`config.mk`:
```
export PLATFORM = sky130hd
export DESIGN_NAME = data_mem_arbiter_flat
export DESIGN_NICKNAME = d
export VERILOG_FILES = /design/src/rtl/data_mem_arbiter_if.sv /design/src/rtl/data_mem_arbiter.sv /design/src/flat_wrapper.sv
export SDC_FILE = /design/constraint.sdc
export NUM_CORES = 1
export LEC_CHECK = 0
export ABC_AREA = 0
export CORE_MARGIN = 2
export CORE_UTILIZATION = 39
export DETAILED_ROUTE_END_ITERATION = 10
export GPL_ROUTABILITY_DRIVEN = 1
export PLACE_DENSITY = 0.78
export REMOVE_ABC_BUFFERS = 1
export SETUP_SLACK_MARGIN = 0.3
export SYNTH_ARGS = -nofsm -noshare
export SYNTH_HDL_FRONTEND = slang
export SYNTH_SLANG_ARGS = --single-unit
export TNS_END_PERCENT = 20
```
`constraint.sdc`:
```
create_clock -name clk -period 1.5 [get_ports clk]
set_clock_uncertainty 0.05 [all_clocks]
set_input_delay 0.15 -clock clk [delete_from_list [all_inputs] [get_ports clk]]
set_output_delay 0.15 -clock clk [all_outputs]
set_load 0.05 [all_outputs]
```
`src/rtl/data_mem_arbiter_if.sv`:
```
// One requester port of the data memory arbiter: request/command bundle plus
// the registered completion response.
// Handshake: the requester raises req with we/addr/wdata stable and holds them
// until it sees ack (a one-cycle pulse); rdata and err are valid only while ack
// is high. A req still high in the cycle after ack counts as a new request.
interface data_mem_arbiter_if #(
    parameter int DATA_W = 24,
    parameter int ADDR_W = 24
);
    logic              req;
    logic              we;
    logic [ADDR_W-1:0] addr;
    logic [DATA_W-1:0] wdata;
    logic              ack;
    logic              err;
    logic [DATA_W-1:0] rdata;

    modport master (output req, we, addr, wdata, input ack, err, rdata);
    modport slave  (input req, we, addr, wdata, output ack, err, rdata);
endinterface

```
`src/rtl/data_mem_arbiter.sv`:
```
// Shares a single-port data memory between two requesters with round-robin or
// fixed-priority arbitration, address range checking and registered responses.
module data_mem_arbiter #(
    parameter int DATA_W     = 24,
    parameter int ADDR_W     = 24,
    parameter int MEM_DEPTH  = 1024,
    parameter int FIXED_PRIO = 0
) (
    input  logic                 clk,
    input  logic                 reset,
    data_mem_arbiter_if.slave    p0,
    data_mem_arbiter_if.slave    p1,
    output logic [ADDR_W-1:0]    mem_address,
    output logic [DATA_W-1:0]    mem_write_data,
    output logic                 mem_write,
    output logic                 mem_read,
    input  logic [DATA_W-1:0]    mem_read_data,
    output logic [1:0]           fsm_state
);
    typedef enum logic [1:0] {
        IDLE   = 2'd0,
        ACCESS = 2'd1,
        RESP   = 2'd2
    } state_t;

    localparam logic [ADDR_W-1:0] DEPTH_A = ADDR_W'(MEM_DEPTH);

    state_t            state, state_nxt;
    logic              gnt;
    logic              last_grant;
    logic              we_q;
    logic              err_q;
    logic [ADDR_W-1:0] addr_q;
    logic [DATA_W-1:0] wdata_q;
    logic [DATA_W-1:0] rdata0_q, rdata1_q;

    logic              any_req;
    logic              win;
    logic              win_we;
    logic [ADDR_W-1:0] win_addr;
    logic [DATA_W-1:0] win_wdata;

    assign any_req = p0.req | p1.req;

    // On a tie round-robin hands the grant to the port that did not win last.
    always_comb begin
        win = 1'b0;
        if (FIXED_PRIO != 0)
            win = ~p0.req;
        else if (p0.req && p1.req)
            win = ~last_grant;
        else
            win = ~p0.req;
        win_we    = win ? p1.we    : p0.we;
        win_addr  = win ? p1.addr  : p0.addr;
        win_wdata = win ? p1.wdata : p0.wdata;
    end

    always_ff @(posedge clk) begin
        if (reset)
            state <= IDLE;
        else
            state <= state_nxt;
    end

    // Memory strobes are gated with reset so an access aborted by reset is never committed.
    always_comb begin
        state_nxt      = state;
        mem_address    = '0;
        mem_write_data = '0;
        mem_write      = 1'b0;
        mem_read       = 1'b0;
        p0.ack         = 1'b0;
        p0.err         = 1'b0;
        p1.ack         = 1'b0;
        p1.err         = 1'b0;
        case (state)
            IDLE: begin
                if (any_req)
                    state_nxt = ACCESS;
            end
            ACCESS: begin
                mem_address    = addr_q;
                mem_write_data = wdata_q;
                mem_write      = we_q & ~err_q & ~reset;
                mem_read       = ~we_q & ~err_q & ~reset;
                state_nxt      = RESP;
            end
            RESP: begin
                p0.ack    = ~gnt & ~reset;
                p0.err    = ~gnt & err_q & ~reset;
                p1.ack    = gnt & ~reset;
                p1.err    = gnt & err_q & ~reset;
                state_nxt = IDLE;
            end
            default: state_nxt = IDLE;
        endcase
    end

    always_ff @(posedge clk) begin
        if (reset) begin
            gnt        <= 1'b0;
            last_grant <= 1'b1;
            we_q       <= 1'b0;
            err_q      <= 1'b0;
            addr_q     <= '0;
            wdata_q    <= '0;
            rdata0_q   <= '0;
            rdata1_q   <= '0;
        end else begin
            case (state)
                IDLE: begin
                    if (any_req) begin
                        gnt     <= win;
                        we_q    <= win_we;
                        addr_q  <= win_addr;
                        wdata_q <= win_wdata;
                        err_q   <= ~(win_addr < DEPTH_A);
                    end
                end
                ACCESS: begin
                    if (!we_q && !err_q) begin
                        if (gnt)
                            rdata1_q <= mem_read_data;
                        else
                            rdata0_q <= mem_read_data;
                    end
                end
                RESP: last_grant <= gnt;
                default: ;
            endcase
        end
    end

    assign p0.rdata  = rdata0_q;
    assign p1.rdata  = rdata1_q;
    assign fsm_state = state;
endmodule

```
`src/flat_wrapper.sv`:
```
// flat-port wrapper written by rule: the top's interface ports become plain ports
module data_mem_arbiter_flat 
#(
    parameter int DATA_W     = 24,
    parameter int ADDR_W     = 24,
    parameter int MEM_DEPTH  = 1024,
    parameter int FIXED_PRIO = 0
)
  (clk, reset, mem_address, mem_write_data, mem_write, mem_read, mem_read_data, fsm_state, p0_req, p0_we, p0_addr, p0_wdata, p0_ack, p0_err, p0_rdata, p1_req, p1_we, p1_addr, p1_wdata, p1_ack, p1_err, p1_rdata);
  data_mem_arbiter_if #(.DATA_W(DATA_W), .ADDR_W(ADDR_W)) p0_i ();
  data_mem_arbiter_if #(.DATA_W(DATA_W), .ADDR_W(ADDR_W)) p1_i ();
  input  logic clk;
  input  logic reset;
  output logic [ADDR_W-1:0] mem_address;
  output logic [DATA_W-1:0] mem_write_data;
  output logic mem_write;
  output logic mem_read;
  input  logic [DATA_W-1:0] mem_read_data;
  output logic [1:0] fsm_state;
  input wire logic [$bits(p0_i.req)-1:0] p0_req;
  input wire logic [$bits(p0_i.we)-1:0] p0_we;
  input wire logic [$bits(p0_i.addr)-1:0] p0_addr;
  input wire logic [$bits(p0_i.wdata)-1:0] p0_wdata;
  output wire logic [$bits(p0_i.ack)-1:0] p0_ack;
  output wire logic [$bits(p0_i.err)-1:0] p0_err;
  output wire logic [$bits(p0_i.rdata)-1:0] p0_rdata;
  input wire logic [$bits(p1_i.req)-1:0] p1_req;
  input wire logic [$bits(p1_i.we)-1:0] p1_we;
  input wire logic [$bits(p1_i.addr)-1:0] p1_addr;
  input wire logic [$bits(p1_i.wdata)-1:0] p1_wdata;
  output wire logic [$bits(p1_i.ack)-1:0] p1_ack;
  output wire logic [$bits(p1_i.err)-1:0] p1_err;
  output wire logic [$bits(p1_i.rdata)-1:0] p1_rdata;
  assign p0_i.req = p0_req;
  assign p0_i.we = p0_we;
  assign p0_i.addr = p0_addr;
  assign p0_i.wdata = p0_wdata;
  assign p0_ack = p0_i.ack;
  assign p0_err = p0_i.err;
  assign p0_rdata = p0_i.rdata;
  assign p1_i.req = p1_req;
  assign p1_i.we = p1_we;
  assign p1_i.addr = p1_addr;
  assign p1_i.wdata = p1_wdata;
  assign p1_ack = p1_i.ack;
  assign p1_err = p1_i.err;
  assign p1_rdata = p1_i.rdata;
  data_mem_arbiter #(.DATA_W(DATA_W), .ADDR_W(ADDR_W), .MEM_DEPTH(MEM_DEPTH), .FIXED_PRIO(FIXED_PRIO)) u_core (.clk(clk), .reset(reset), .p0(p0_i), .p1(p1_i), .mem_address(mem_address), .mem_write_data(mem_write_data), .mem_write(mem_write), .mem_read(mem_read), .mem_read_data(mem_read_data), .fsm_state(fsm_state));
endmodule
```
; Yosys cells after proc, flatten, opt, wreduce, memory -nomap -nowiden
; Cells that the tools add are included.
[classes]
add_sub_neg = 0
n_mul = 0
div = 0
magnitude_cmp = 1
n_eq_ne = 3
shifts = 0
muxes = 14
bitwise = 18
n_reduce_logical = 8
[ops]
columns = operator, count
row1 = $mux 24, 4
row2 = $lt 24x11->1 const B, 1
row3 = $and 1x1->1, 10
row4 = $mux 1, 8
row5 = $not 1->1, 7
row6 = $reduce_and 3->1, 2
row7 = $pmux 2 s2, 1
row8 = $eq 2x1->1 const B, 1
row9 = $eq 2x2->1 const B, 1
row10 = $logic_and 1x1->1, 2
row11 = $logic_not 1->1, 2
row12 = $logic_not 2->1, 1
row13 = $mux 2, 1
row14 = $ne 2x1->1 const B, 1
row15 = $reduce_and 2->1, 1
row16 = $or 1x1->1, 1
[word_totals]
regBits = 102
latch_bits = 0
ramBits = 0
mem_bits_ro = 0
input_bits = 126
output_inout_bits = 104
wordCells = 53
mem_count = 0

; Depth between registers and ports, before layout
[logic_depth]
word_depth = 5
ltp_mapped = 7
depth_no_buf = 3

; Least setup slack after synthesis
; No wires, ideal clock.
[synth_timing]
kind = register to output
start = reg u_core.state[1] (netlist: u_core.fsm_state[1])
end = out p0_err
t_arrival_ps = 2421
t_required_ps = 1300
setup_slack_ps = -1121
stages_incl_launch_ff = 3
path_buffers = 0
path_cell_list = dfxtp_1 nand2b_1 nor4_1
[synth_between]
elab_chain_cells = 2
[synth_lines]
columns = item, line
row1 = "start, declared", data_mem_arbiter.sv:28  ; state_t state, state_nxt;
row2 = "start signal, assigned", data_mem_arbiter.sv:63  ; state <= state_nxt;
row3 = $eq 2x2->1, data_mem_arbiter.sv:77  ; case (state)
row4 = $mux 1, data_mem_arbiter.sv:77
row5 = "end, declared", flat_wrapper.sv:25  ; output wire logic [$bits(p0_i.err)-1:0] p0_err;
; Every way passes these cells.

; Final worst setup path
[layout_timing]
start = reg u_core.state[0] (netlist: u_core.fsm_state[0])
end = out mem_write_data[4]
[layout_between]
elab_chain_cells = 2
[layout_lines]
columns = item, line
row1 = $eq 2x1->1, data_mem_arbiter.sv:77
row2 = $mux 24, data_mem_arbiter.sv:77
row3 = "end, declared", flat_wrapper.sv:15  ; output logic [DATA_W-1:0] mem_write_data;
; Every way passes these cells.

==> summary by stage <==
Outcome
The flow ran to the end, but the final reports show violations. The final reports fail on negative setup slack.

GRT
The layer with the highest usage after global routing is met2. Entering global routing, the biggest net connects 60 pins. The met2 layer usage reported by global route is 0.422. The global-route track usage on met3 is 0.0689.

In the global route stage, overall resource usage came out at 0.254. The number of global-route vias before repair is 5655. In the global route stage, met1 resource usage came out at 0.316. The aggregate global routing overflow is 0. The number of antenna violations at the first check in global routing came to 0.

The first global-routing pass estimated 29100 µm of wire.

Floorplan
In this run the standard cell core region covers 0.0132 mm². The initial utilization of the core area, before any placement, comes to 0.398. The die footprint is 0.0145 mm². The floorplan row count is 42.

The die height is roughly 120 µm. The number of primary I/O pins is 230. The floorplan step set the die width to 120 µm.

Drt
For this block, the initial DRC count from the detailed router was 539. In the routed layout, each cell is associated on average with a via count of 5.67. The final routed wirelength across all metal layers is 18700 µm. After detailed routing, the average wire length per cell comes to between 15 and 20 µm.

After detailed routing, the number of remaining DRC violations is 0. Detailed routing inserted a total of 5649 vias. The number of detailed-routing iterations run before antenna repair is 5. The detail route stage leaves a number of antenna-violating nets equal to 0.

Worst setup path
Across all register-to-register paths, the minimum setup slack is -0.16 ns. The critical-path maximum fanout is 8. STA classifies the critical path startpoint as a register. The cell with the largest stage delay on the worst path is dfxtp_2. Data on the critical path arrives at its endpoint at 1.57 ns. By instance count, the cell type seen most on the critical path is buf_6. The startpoint of the worst setup timing path is u_core.fsm_state[0]$_SDFFE_PP0P_.

The critical path goes through buf_6 > nor2b_4 > buf_6 > buf_16 > and2_4 > buf_12. The worst reg2reg path endpoint is u_core.wdata_q[12]$_SDFFE_PP0P_. Counting cells, the worst reg-to-reg path comes to 7. The most critical setup path has its endpoint at mem_write_data[4]. The path length in cells of the critical path is 6. The nature of the critical path endpoint is an output port. The worst register-to-register path begins at u_core.fsm_state[0]$_SDFFE_PP0P_. Broken down by cell family, the worst path's largest delay share belongs to buffers and inverters. STA puts the critical path data required time at 1.30 ns. The worst setup path is of the register to output port kind.

The buffering stage count on the worst path with inverters included is 4. The delay of the slowest critical-path stage is 0.34 ns.

Clocking
The later pin in the worst-skew pair is clocked with a latency of 0.35 ns. TritonCTS built the clock tree. The clock sink count is around 100. The number of hold buffers added after CTS was 0. The clock transition at the registers of the reported paths is 0.07 ns. The total number of H-tree levels is 3. The maximum number of buffers from clock root to sink is 2. The clock buffer count from CTS is 9.

The CTS root buffer is clkbuf_16.

Final layout
0 antenna diodes ended up in the layout. The library cells used most frequently in the layout, excluding fill and tap cells, are 123 x clkdlybuf4s50_1, 98 x dfxtp_1, 97 x a21oi_1. The post-synthesis to final-layout area growth is 70.9%. The net count of the finished layout is 942. Excluding fillers, the count of instances in the completed layout stands at 997.

The post-route cell area is about 0.0090 mm². The share of cells above drive strength 1 is 0.367. Leaving out fill and tap cells, the most frequent cell in the layout is clkdlybuf4s50_1. The final core area utilization is 0.681.

Logic synthesis
In this run the cell area of the synthesized design comes to roughly 0.0053 mm². In this run the mean area of a mapped cell was 8.70 µm². The number of register bits inferred by synthesis is 102.

The count of different cell masters after synthesis is 32. The number of cells produced by synthesis is 606. For this run, the number of Yosys warnings is 0.

The share of the Yosys chip area taken by registers is 0.387.

Place
After detailed placement, the design holds a cell count of 969. In this run the cell area measured after placement is between 0.008 and 0.009 mm². The half-perimeter wire length after detailed placement is 12900 µm. OpenSTA, run right after detailed placement, puts the worst setup slack at -0.317 ns. During placement, the flow inserted port buffers numbering 229.

The final RePlAce weighted congestion is 0.851.

Timing
The number of hold-slack violations in the final timing report is 0. For this run, the top clock speed supported by timing is 0.566 GHz. The number of pins with negative max-slew slack in the final report is 0.

Setup repair after global routing could not meet its margin everywhere. The setup slack of the critical path after layout is -0.268 ns. The ratio of final minimum period to clock period is 1.18. At the pin with the least slew margin, the transition time is 0.558 ns. Measured against its own limit, the worst slew margin works out to 0.628.

The final number of setup-violating endpoints is 147. The final worst hold slack is 0.0446 ns. The shortest clock period the worst path allows after layout is 1.77 ns.

Hold path
The type of the most critical hold path is input pin to register. The startpoint identified for the worst hold timing path is reset.

Power
VDD sags by at most 0.567 mV. In this run the static leakage power is 3.26 nW. Power spread over the standard cell area amounts to 912 mW/mm².

Flow run
The number of maximum-capacitance constraint violations is 0.
synthesized netlist by cell type, drive strengths merged:
cell type | number | area [µm²]
nor4 | 8 | 50.1
a211oi | 1 | 12.5
clkbuf | 60 | 225
a311oi | 49 | 736
a211o | 1 | 8.76
and3 | 2 | 12.5
and4 | 2 | 17.5
buf | 17 | 134
nand2b | 1 | 6.26
nor3 | 2 | 10.0
or4b | 2 | 23.8
o2111ai | 1 | 8.76
or2 | 1 | 6.26
and2 | 50 | 313
nand3b | 49 | 368
o211ai | 1 | 7.51
a21oi | 98 | 490
nor2 | 5 | 21.3
nor2b | 2 | 12.5
inv | 4 | 15.0
dfxtp | 102 | 2040
nor4b | 1 | 15.0
nand3 | 48 | 240
o221ai | 1 | 8.76
o21ai | 97 | 485
nand2 | 1 | 3.75
repair_timing:
| item | CTS | global route |
|---|---|---|
| gates resized for setup | 118 | 16 |
| pin swaps | 49 | 30 |
| hold endpoints to repair | 0 | 0 |
| setup endpoints to repair | 154 | 156 |
| gates cloned | 2 | 0 |
| buffers inserted | 9 | 1 |
through the flow:
step,TNS (ns),total power [mW]
final,-23.12,8.22
after global routing,-31.01,8.56
after CTS,-16.37,8.21
after detailed placement,-10.71,5.49
after global placement,-8.90,5.43
after floorplan,-261.71,4.25
kinds of logic (layout without fill, tap and decap cells):
kind of cell / Yosys count / after routing / synth area share
AOI/OAI and AO/OA: 249 / 249 / 0.333
buffers and inverters: 81 / 296 / 0.0709
DFF: 102 / 102 / 0.387
and+or+nand+nor: 174 / 174 / 0.209
worst register-to-register path, cell delays in order, from the launching register on:
cell      delay (ns)
dfxtp_2         0.33
buf_6           0.11
buf_4           0.13
buf_6           0.11
nor2_4          0.21
and2_4          0.23
buf_12          0.22
a311oi_2        0.15
registers in the layout, summed over array words and instances (netlist names):
register           flops
u_core.last_grant      1
u_core.addr_q         24
u_core.fsm_state       2
u_core.p0.rdata       24
u_core.we_q            1
u_core.gnt             1
u_core.err_q           1
u_core.wdata_q        24
u_core.p1.rdata       24
area by class of cell:
| cell class | instances | area, µm² |
|---|---|---|
| Fill cell | 1016 | 4230 |
| Timing Repair Buffer | 276 | 3290 |
| Multi-Input combinational cell | 423 | 3110 |
| Sequential cell | 102 | 2050 |
| Clock buffer | 9 | 225 |
| Tap cell | 176 | 220 |
| Clock inverter | 7 | 97.6 |
| Inverter | 4 | 15.0 |
worst min path at each step:
stage	slack [ns]	cells past startpoint	endpoint
after floorplan	0.16	1	u_core.gnt$_SDFFE_PP0P_
after global placement	0.38	2	u_core.p1.rdata[4]$_SDFFE_PP0P_
after global routing	0.06	2	u_core.p1.rdata[4]$_SDFFE_PP0P_
after detailed placement	0.38	2	u_core.p1.rdata[4]$_SDFFE_PP0P_
final	0.04	2	u_core.p1.rdata[4]$_SDFFE_PP0P_
after CTS	0.02	2	u_core.p1.rdata[4]$_SDFFE_PP0P_
routing by layer:
metal	share of wire	wire [µm]
met5	0	0
met4	0.022	415
met3	0.094	1760
met1	0.41	7580
met2	0.48	8940
report_power, final:
| part | switching, mW | total (mW) | internal [mW] |
|---|---|---|---|
| sequential | 0.127 | 3.05 | 2.92 |
| combinational | 1.40 | 2.63 | 1.23 |
| clock | 1.07 | 2.54 | 1.47 |
Note: power is estimated with default switching activity, not from simulation.
